[src/rtl/seq_tracker.sv]
// Receive-side decoder for the WXYZ stepper phase stream: classifies each code into
// one of eight phases, infers direction, tracks signed position, lock and errors.
module seq_tracker #(
    parameter int POS_W      = 8,
    parameter int LOCK_STEPS = 2,
    parameter int ERR_W      = 4
) (
    input  logic             clock,
    input  logic             reset,
    input  logic             sample_en,
    input  logic [3:0]       wxyz,
    output logic [2:0]       phase,
    output logic             dir,
    output logic             locked,
    output logic             step_pulse,
    output logic [POS_W-1:0] position,
    output logic             err_pulse,
    output logic [ERR_W-1:0] err_count,
    output logic [1:0]       state
);

    typedef enum logic [1:0] {
        ST_IDLE    = 2'd0,
        ST_ACQUIRE = 2'd1,
        ST_LOCKED  = 2'd2,
        ST_FAULT   = 2'd3
    } state_t;

    localparam logic [2:0] LOCK_CNT = 3'(LOCK_STEPS);

    state_t             state_q, state_d;
    logic [2:0]         phase_q, phase_d;
    logic               dir_q, dir_d;
    logic               locked_q, locked_d;
    logic               step_pulse_q, step_pulse_d;
    logic               err_pulse_q, err_pulse_d;
    logic [POS_W-1:0]   position_q, position_d;
    logic [ERR_W-1:0]   err_count_q, err_count_d;
    logic [2:0]         streak_q, streak_d;

    logic               code_zero;
    logic               code_legal;
    logic [2:0]         new_phase;
    logic [2:0]         delta;
    logic               is_step;
    logic               is_skip;
    logic               step_dir;
    logic [POS_W-1:0]   pos_stepped;
    logic [ERR_W-1:0]   err_count_inc;
    logic [2:0]         streak_acq;

    // Phase decode of the incoming code
    always_comb begin
        code_zero  = 1'b0;
        code_legal = 1'b1;
        new_phase  = 3'd0;
        case (wxyz)
            4'd0:    code_zero = 1'b1;
            4'd8:    new_phase = 3'd0;
            4'd12:   new_phase = 3'd1;
            4'd4:    new_phase = 3'd2;
            4'd6:    new_phase = 3'd3;
            4'd2:    new_phase = 3'd4;
            4'd3:    new_phase = 3'd5;
            4'd1:    new_phase = 3'd6;
            4'd9:    new_phase = 3'd7;
            default: code_legal = 1'b0;
        endcase
    end

    // 3-bit subtraction gives the modulo-8 phase distance directly
    always_comb begin
        delta         = new_phase - phase_q;
        is_step       = (delta == 3'd1) || (delta == 3'd7);
        is_skip       = (delta != 3'd0) && !is_step;
        step_dir      = (delta == 3'd7);
        pos_stepped   = step_dir ? (position_q - POS_W'(1)) : (position_q + POS_W'(1));
        err_count_inc = (err_count_q == '1) ? err_count_q : (err_count_q + ERR_W'(1));
        streak_acq    = ((streak_q == 3'd0) || (step_dir == dir_q)) ? (streak_q + 3'd1) : 3'd1;
    end

    always_comb begin
        state_d      = state_q;
        phase_d      = phase_q;
        dir_d        = dir_q;
        locked_d     = locked_q;
        position_d   = position_q;
        err_count_d  = err_count_q;
        streak_d     = streak_q;
        step_pulse_d = 1'b0;
        err_pulse_d  = 1'b0;

        if (sample_en) begin
            if (code_zero) begin
                state_d  = ST_IDLE;
                locked_d = 1'b0;
                streak_d = 3'd0;
            end else if (!code_legal) begin
                err_pulse_d = 1'b1;
                err_count_d = err_count_inc;
                locked_d    = 1'b0;
                streak_d    = 3'd0;
                state_d     = ST_FAULT;
            end else begin
                case (state_q)
                    ST_IDLE, ST_FAULT: begin
                        phase_d  = new_phase;
                        streak_d = 3'd0;
                        state_d  = ST_ACQUIRE;
                    end
                    ST_ACQUIRE: begin
                        if (is_step) begin
                            step_pulse_d = 1'b1;
                            position_d   = pos_stepped;
                            phase_d      = new_phase;
                            dir_d        = step_dir;
                            streak_d     = streak_acq;
                            if (streak_acq >= LOCK_CNT) begin
                                locked_d = 1'b1;
                                state_d  = ST_LOCKED;
                            end
                        end else if (is_skip) begin
                            phase_d  = new_phase;
                            streak_d = 3'd0;
                        end
                    end
                    ST_LOCKED: begin
                        if (is_step) begin
                            step_pulse_d = 1'b1;
                            position_d   = pos_stepped;
                            phase_d      = new_phase;
                            if (step_dir != dir_q) begin
                                dir_d = step_dir;
                                // A single-step lock threshold is met again by the reversing step itself
                                if (LOCK_CNT != 3'd1) begin
                                    streak_d = 3'd1;
                                    locked_d = 1'b0;
                                    state_d  = ST_ACQUIRE;
                                end
                            end
                        end else if (is_skip) begin
                            err_pulse_d = 1'b1;
                            err_count_d = err_count_inc;
                            locked_d    = 1'b0;
                            streak_d    = 3'd0;
                            phase_d     = new_phase;
                            state_d     = ST_FAULT;
                        end
                    end
                endcase
            end
        end
    end

    always_ff @(posedge clock) begin
        if (reset) begin
            state_q      <= ST_IDLE;
            phase_q      <= '0;
            dir_q        <= 1'b0;
            locked_q     <= 1'b0;
            step_pulse_q <= 1'b0;
            err_pulse_q  <= 1'b0;
            position_q   <= '0;
            err_count_q  <= '0;
            streak_q     <= '0;
        end else begin
            state_q      <= state_d;
            phase_q      <= phase_d;
            dir_q        <= dir_d;
            locked_q     <= locked_d;
            step_pulse_q <= step_pulse_d;
            err_pulse_q  <= err_pulse_d;
            position_q   <= position_d;
            err_count_q  <= err_count_d;
            streak_q     <= streak_d;
        end
    end

    assign phase      = phase_q;
    assign dir        = dir_q;
    assign locked     = locked_q;
    assign step_pulse = step_pulse_q;
    assign position   = position_q;
    assign err_pulse  = err_pulse_q;
    assign err_count  = err_count_q;
    assign state      = state_q;

endmodule

[config.mk]
export PLATFORM = sky130hd
export DESIGN_NAME = seq_tracker
export DESIGN_NICKNAME = d
export VERILOG_FILES = /design/src/rtl/seq_tracker.sv
export SDC_FILE = /design/constraint.sdc
export NUM_CORES = 1
export LEC_CHECK = 0
export CELL_PAD_IN_SITES_DETAIL_PLACEMENT = 1
export CELL_PAD_IN_SITES_GLOBAL_PLACEMENT = 1
export CORE_MARGIN = 8
export CORE_UTILIZATION = 36
export DETAILED_ROUTE_END_ITERATION = 8
export PLACE_DENSITY_LB_ADDON = 0.1
export SYNTH_ARGS = -nofsm -noshare
export SYNTH_HDL_FRONTEND = slang
export SYNTH_SLANG_ARGS = --single-unit
[constraint.sdc]
create_clock -name clock -period 4.6 [get_ports clock]
set_clock_uncertainty 0.05 [all_clocks]
set_input_delay 1.15 -clock clock [delete_from_list [all_inputs] [get_ports clock]]
set_output_delay 1.15 -clock clock [all_outputs]
set_load 0.01 [all_outputs]
==> impl_metrics.json, run 1 <==
{
  "crit_chain": "dlymetal6s2s_1, xor2_1, nand2_1, ha_1, inv_1, fa_2, xor2_2, nand2_1, mux2i_2, nand2_2, inv_4, ha_1, a21oi_2, o211ai_1, o41ai_2, mux2i_1, or3_1, a21oi_2",
  "io_buffer_count": 27,
  "rsz0062_at_grt": "no",
  "cts_buffers": 3,
  "clkTransAtPathRegs_ns": 0.11,
  "post-route-period-util_pct": 90.81,
  "ys_types": 56,
  "fin_crit_ns": 4.177,
  "ir_worst_vdd_v": 0.0001386,
  "wl_mm": 5.071,
  "status": "finished clean",
  "clock_sinks": 24,
  "synth_area_leaders": "dfxtp_1 (27%), ha_1 (9.1%), inv_1 (4.6%)",
  "endpoint_kind": "flop",
  "crit_start": "wxyz[2]",
  "slowest_delay_ns": 0.43,
  "drt_first_pass_iters": 4,
  "switching_share_pct": 32.83,
  "yosys_most_used_dff": "dfxtp_1",
  "netlist.area_leader.share_pct": 26.95,
  "globalRouteOverflowTotal": 0,
  "switchingPower_w": 0.0001829,
  "area_growth_pct": 35.30,
  "setup_violations": 0,
  "startpoint_type": "primary input",
  "ys_ff_latch": 24,
  "vias": 1752,
  "leakagePower_nw": 0.9478,
  "antenna_found_initial": 0,
  "die_w_um": 86.38,
  "final_util_pct": 50.74,
  "ys_async_sr_fraction_pct": 0,
  "synthesis.nets": 243,
  "yosys.area.top_type": "dfxtp_1",
  "route.detailed.drc": 0,
  "initial_core_util_pct": 37.50,
  "critPathArrivalTime_ns": 4.35,
  "pwr-share-comb_pct": 31.8,
  "clockPowerShare_pct": 28.4,
  "htree_levels": 1,
  "syn_area_um2": 1783,
  "grt-busiest-layer": "met2",
  "instances_no_fill": 336,
  "ys_seq_area_share_pct": 26.95,
  "grt_pass1_vias": 1779,
  "drive_gt1_share_pct": 17.47,
  "die_h_um": 86.38,
  "synth_warnings": 0,
  "grt_use_met3_pct": 2.552,
  "dpl.cell_count": 329,
  "final_hold_viol_count": 0,
  "grt_pass1_wl_mm": 8.245,
  "crit_fanout": 5,
  "clockBufferDepth": 2,
  "die-area_um2": 7461,
  "powerDensity_nw_per_um2": 230.9,
  "fin_nets": 292,
  "layout_common_cells": "dfxtp_1 (24), buf_4 (24), clkdlybuf4s50_1 (23)",
  "drv_slew": 0,
  "viasPerCell": 5.214,
  "grt_max_degree": 20,
  "synth_edf_count": 0,
  "hold_path_class": "reg2reg",
  "hp-start": "locked$_SDFFE_PP0P_",
  "internal-power_w": 0.0003742,
  "tns_ns": 0,
  "rows": 25,
  "fin_area_um2": 2412,
  "p_seq_share_pct": 39.9,
  "syn_area_per_cell_um2": 8.068,
  "cp.required_ns": 4.78,
  "wire_per_inst_um": 15.09,
  "core_area_um2": 4755,
  "met2_usage_pct": 23.89,
  "grtUsageMet1_pct": 16.43,
  "rr_startpoint": "phase[0]$_SDFFE_PP0P_",
  "worst_slew_pin_slew_ns": 0.7480,
  "diodes": 0,
  "holdWs_ns": 0.4309,
  "dp_hpwl_mm": 3.886,
  "grt_use_total_pct": 13.57,
  "worstSetupPathType": "in2reg",
  "ios": 28,
  "relSlewSlack_pct": 49.98,
  "fmax_mhz": 239.4,
  "drtIter0Drc": 67,
  "cts-root-buf": "clkbuf_8",
  "ant_nets": 0,
  "cap_violations": 0,
  "cts_tree": "yes",
  "critPathSlowestCell": "fa_2",
  "routabilityCongestion": 0.8708,
  "clock_latency_ns": 0.29,
  "netlist_instances": 221,
  "postPlaceCellArea_um2": 2267
}
==> synth_stat cells (4+ instances only) <==
master / n
mux2i_1: 8
xnor2_1: 7
nor2_1: 22
nand2_1: 17
nand2b_1: 4
clkbuf_1: 6
nor4_1: 5
or3_1: 4
ha_1: 13
nor3_1: 7
nand3_1: 6
inv_1: 22
o21ai_0: 8
a21oi_1: 13
dfxtp_1: 24
==> repair_timing <==
action / in CTS / in global routing
pin swaps: 0 / 5
resized for setup: 2 / 16
cloned: 0 / 0
endpoints found under the setup margin: 2 / 2
hold buffers: 0 / 0
setup buffers: 0 / 3
==> per-layer routing <==
| layer | vias to the layer above | wire (um) |
|---|---|---|
| li1 | 883 | - |
| met4 | 0 | 43 |
| met2 | 21 | 2565 |
| met5 | - | 0 |
| met1 | 844 | 2307 |
| met3 | 4 | 154 |
==> through the flow <==
stage	total power, W	setup WS, ns
CTS	0.0005511	0.01362
floorplan	0.0003292	0.09022
global placement	0.0003934	-0.2066
detailed placement	0.0003965	-0.2596
global route	0.0005853	0.2057
finish	0.0005571	0.4229
==> critical path: cells and delay by family <==
kind | cells | cell delay (ns)
buffers and inverters | 3 | 0.32
and+or+nand+nor | 4 | 0.61
xor gates and xnor gates | 2 | 0.37
AOI/OAI and AO/OA | 4 | 0.78
muxes | 2 | 0.33
adders and majority gates | 3 | 0.80
==> area by class of cell <==
| class | count | area [um^2] |
|---|---|---|
| fill | 591 | 2342 |
| inverter | 23 | 88.84 |
| timing repair buffer | 51 | 460.4 |
| tap | 67 | 83.83 |
| clock buffer | 4 | 55.05 |
| multi-input combinational | 167 | 1244 |
| sequential | 24 | 480.5 |
==> state kept, by name, summed over array words and instances (netlist names) <==
signal and flops:
state 2, phase 3, err_pulse 1, err_count 4
step_pulse 1, dir 1, position 8, streak_q 3
locked 1
==> final timing paths <==
kind / to / depth (start not counted) / slack, ns
worst min-delay path: locked$_SDFFE_PP0P_ / 2 / 0.43
worst max register to register: position[7]$_SDFFE_PP0P_ / 15 / 1.34
worst max-delay path: position[7]$_SDFFE_PP0P_ / 18 / 0.42
worst min register to register: locked$_SDFFE_PP0P_ / 2 / 0.43
==> kinds of logic after synthesis <==
kind of cell,after synthesis,synth area share [%]
compound gates,48,18.81
xor+xnor,11,6.176
fa+ha+maj,15,11.37
buf+inv,30,6.385
flops,24,26.95
mux,10,5.965
simple gates,83,24.35
==> power groups by stage <==
| stage | clock network (W) | registers (W) | logic (W) |
|---|---|---|---|
| global route | 0.000168 | 0.000223 | 0.000194 |
| floorplan | 0 | 0.000229 | 0.000100 |
| global placement | 0 | 0.000227 | 0.000167 |
| CTS | 0.000158 | 0.000222 | 0.000171 |
| finish | 0.000158 | 0.000222 | 0.000177 |
| detailed placement | 0 | 0.000227 | 0.000170 |
Note: power is estimated with default switching activity, not from simulation.
==> inputs of run 2 (changes only) <==
- CORE_UTILIZATION: 36 -> 43
- SLEW_MARGIN: default -> 10
- clock period: 4.6 -> 5 ns (I/O delays scaled with it)
==> impl_metrics.json, run 2 (synthesized netlist as in run 1, its figures left out) <==
{
  "status": "finished clean",
  "tns_ns": 0,
  "slowest_delay_ns": 0.47,
  "drive_gt1_share_pct": 10.81,
  "cp.required_ns": 5.15,
  "vias": 1723,
  "dp_hpwl_mm": 3.798,
  "cp_num_buf_inv": 3,
  "hold_path_class": "reg2reg",
  "clkTransAtPathRegs_ns": 0.08,
  "worst_slew_pin_slew_ns": 0.5893,
  "clock_latency_ns": 0.28,
  "fmax_mhz": 209.7,
  "fin_area_um2": 2265,
  "fin_nets": 282,
  "io_buffer_count": 27,
  "preCtsSetupSlack_ns": -0.0002971,
  "powerDensity_nw_per_um2": 235.1,
  "power.total_w": 0.0005324,
  "largest_reg_flops": 8,
  "htree_levels": 1,
  "initial_core_util_pct": 44.57,
  "post_cts_buffers": 0,
  "rsz0062_at_grt": "no",
  "grt_max_degree": 32,
  "clockBufferDepth": 2,
  "globalRouteOverflowTotal": 0,
  "final_hold_viol_count": 0,
  "rows": 23,
  "relSlewSlack_pct": 60.35,
  "post-route-period-util_pct": 95.38,
  "clock_sinks": 24,
  "grt_pass1_vias": 1799,
  "ir_worst_vdd_v": 0.0001026,
  "critPathSlowestCell": "clkdlybuf4s50_1",
  "leakagePower_nw": 0.8498,
  "ios": 28,
  "wire_per_inst_um": 16.01,
  "die_w_um": 80.39,
  "cp_top_family": "adder cells",
  "cts_buffers": 3,
  "timing.final.ws_setup_ns": 0.2311,
  "drv_slew": 0,
  "cap_violations": 0,
  "dpl.cell_count": 305,
  "critPathArrivalTime_ns": 4.92,
  "postPlaceCellArea_um2": 2193,
  "ant_nets": 0,
  "area_growth_pct": 27.02,
  "startpoint_type": "primary input",
  "core_area_um2": 4000,
  "grt_pass1_wl_mm": 8.197,
  "instances_no_fill": 309,
  "cts-resized-gates": 0,
  "routabilityCongestion": 0.7992,
  "antenna_found_initial": 0,
  "crit_chain": "clkdlybuf4s50_1, xor2_1, nand2_1, ha_1, inv_1, fa_1, xor2_1, nand2_1, mux2i_1, nand2_2, inv_2, ha_1, a21oi_1, o211ai_1, o41ai_1, mux2i_1, or3_1, a21oi_1",
  "ctsHoldBuffers": 0,
  "diodes": 0,
  "layout_common_cells": "clkdlybuf4s50_1 (27), dfxtp_1 (24), nor2_1 (22), inv_1 (22), nand2_1 (17)",
  "wl_mm": 4.947,
  "setup_violations": 0,
  "grt_use_total_pct": 15.69,
  "die_h_um": 80.39,
  "drt_first_pass_iters": 4,
  "worstSetupPathType": "in2reg",
  "final_common_cell": "clkdlybuf4s50_1",
  "fin_crit_ns": 4.769,
  "crit_fanout": 7,
  "r2r_slack_ns": 1.55,
  "cts_tree": "yes",
  "cts-root-buf": "clkbuf_8",
  "viasPerCell": 5.576,
  "die-area_um2": 6463,
  "drtIter0Drc": 48,
  "route.detailed.drc": 0,
  "endpoint_kind": "flop"
}
[run 2: where the power goes]
group / total [W] / switching, W / leakage (nW) / internal, W
Clock: 0.000177 / 0.0000693 / 0.0357 / 0.000107
Sequential: 0.000204 / 0.00000652 / 0.194 / 0.000198
Combinational: 0.000151 / 0.0000841 / 0.620 / 0.0000673
Total: 0.000532 / 0.000160 / 0.850 / 0.000372
[run 2: metrics by stage]
stage / hold WS (ns) / utilization (%)
finish: 0.4389 / 56.62
floorplan: 0.4176 / -
global route: 0.4561 / 56.62
detailed placement: 0.4227 / 54.83
CTS: 0.4403 / 56.62
global placement: 0.4187 / 54.83
[run 2: worst paths after layout]
| kind | start | to | cells past startpoint |
|---|---|---|---|
| worst max register to register | phase[0]$_SDFFE_PP0P_ | position[7]$_SDFFE_PP0P_ | 15 |
| worst min register to register | position[2]$_SDFFE_PP0P_ | position[2]$_SDFFE_PP0P_ | 2 |
| worst max-delay path | wxyz[2] | position[7]$_SDFFE_PP0P_ | 18 |
| worst min-delay path | position[2]$_SDFFE_PP0P_ | position[2]$_SDFFE_PP0P_ | 2 |
[run 2: final cells by class]
cell class | instances | area (um^2)
Fill cell | 495 | 1735
Multi-Input combinational cell | 167 | 1189
Sequential cell | 24 | 480.5
Timing Repair Buffer | 41 | 375.4
Inverter | 23 | 86.33
Tap cell | 50 | 62.56
Clock buffer | 3 | 41.29
Clock inverter | 1 | 30.03
[run 2: routing by layer]
| layer | routed length, um | vias up | track usage [%] | share of wire, % |
|---|---|---|---|---|
| met5 | 0 | - | 0 | 0 |
| met4 | 63 | 0 | 5.273 | 1.3 |
| met3 | 150 | 5 | 2.679 | 3.0 |
| met2 | 2461 | 19 | 28.71 | 50 |
| met1 | 2273 | 830 | 17.66 | 46 |
| li1 | - | 869 | - | - |
[run 2: tightest hold or removal path, cell delays in order, from the launching register on]
cell and delay [ns]:
dfxtp_1 0.34, nand2_1 0.06, a21oi_1 0.05
==> inputs of run 3 (changes only) <==
- SKIP_CTS_REPAIR_TIMING: default -> 1
==> results of run 3 <==
The final DEF is identical to that of run 2; final timing and power are the same.
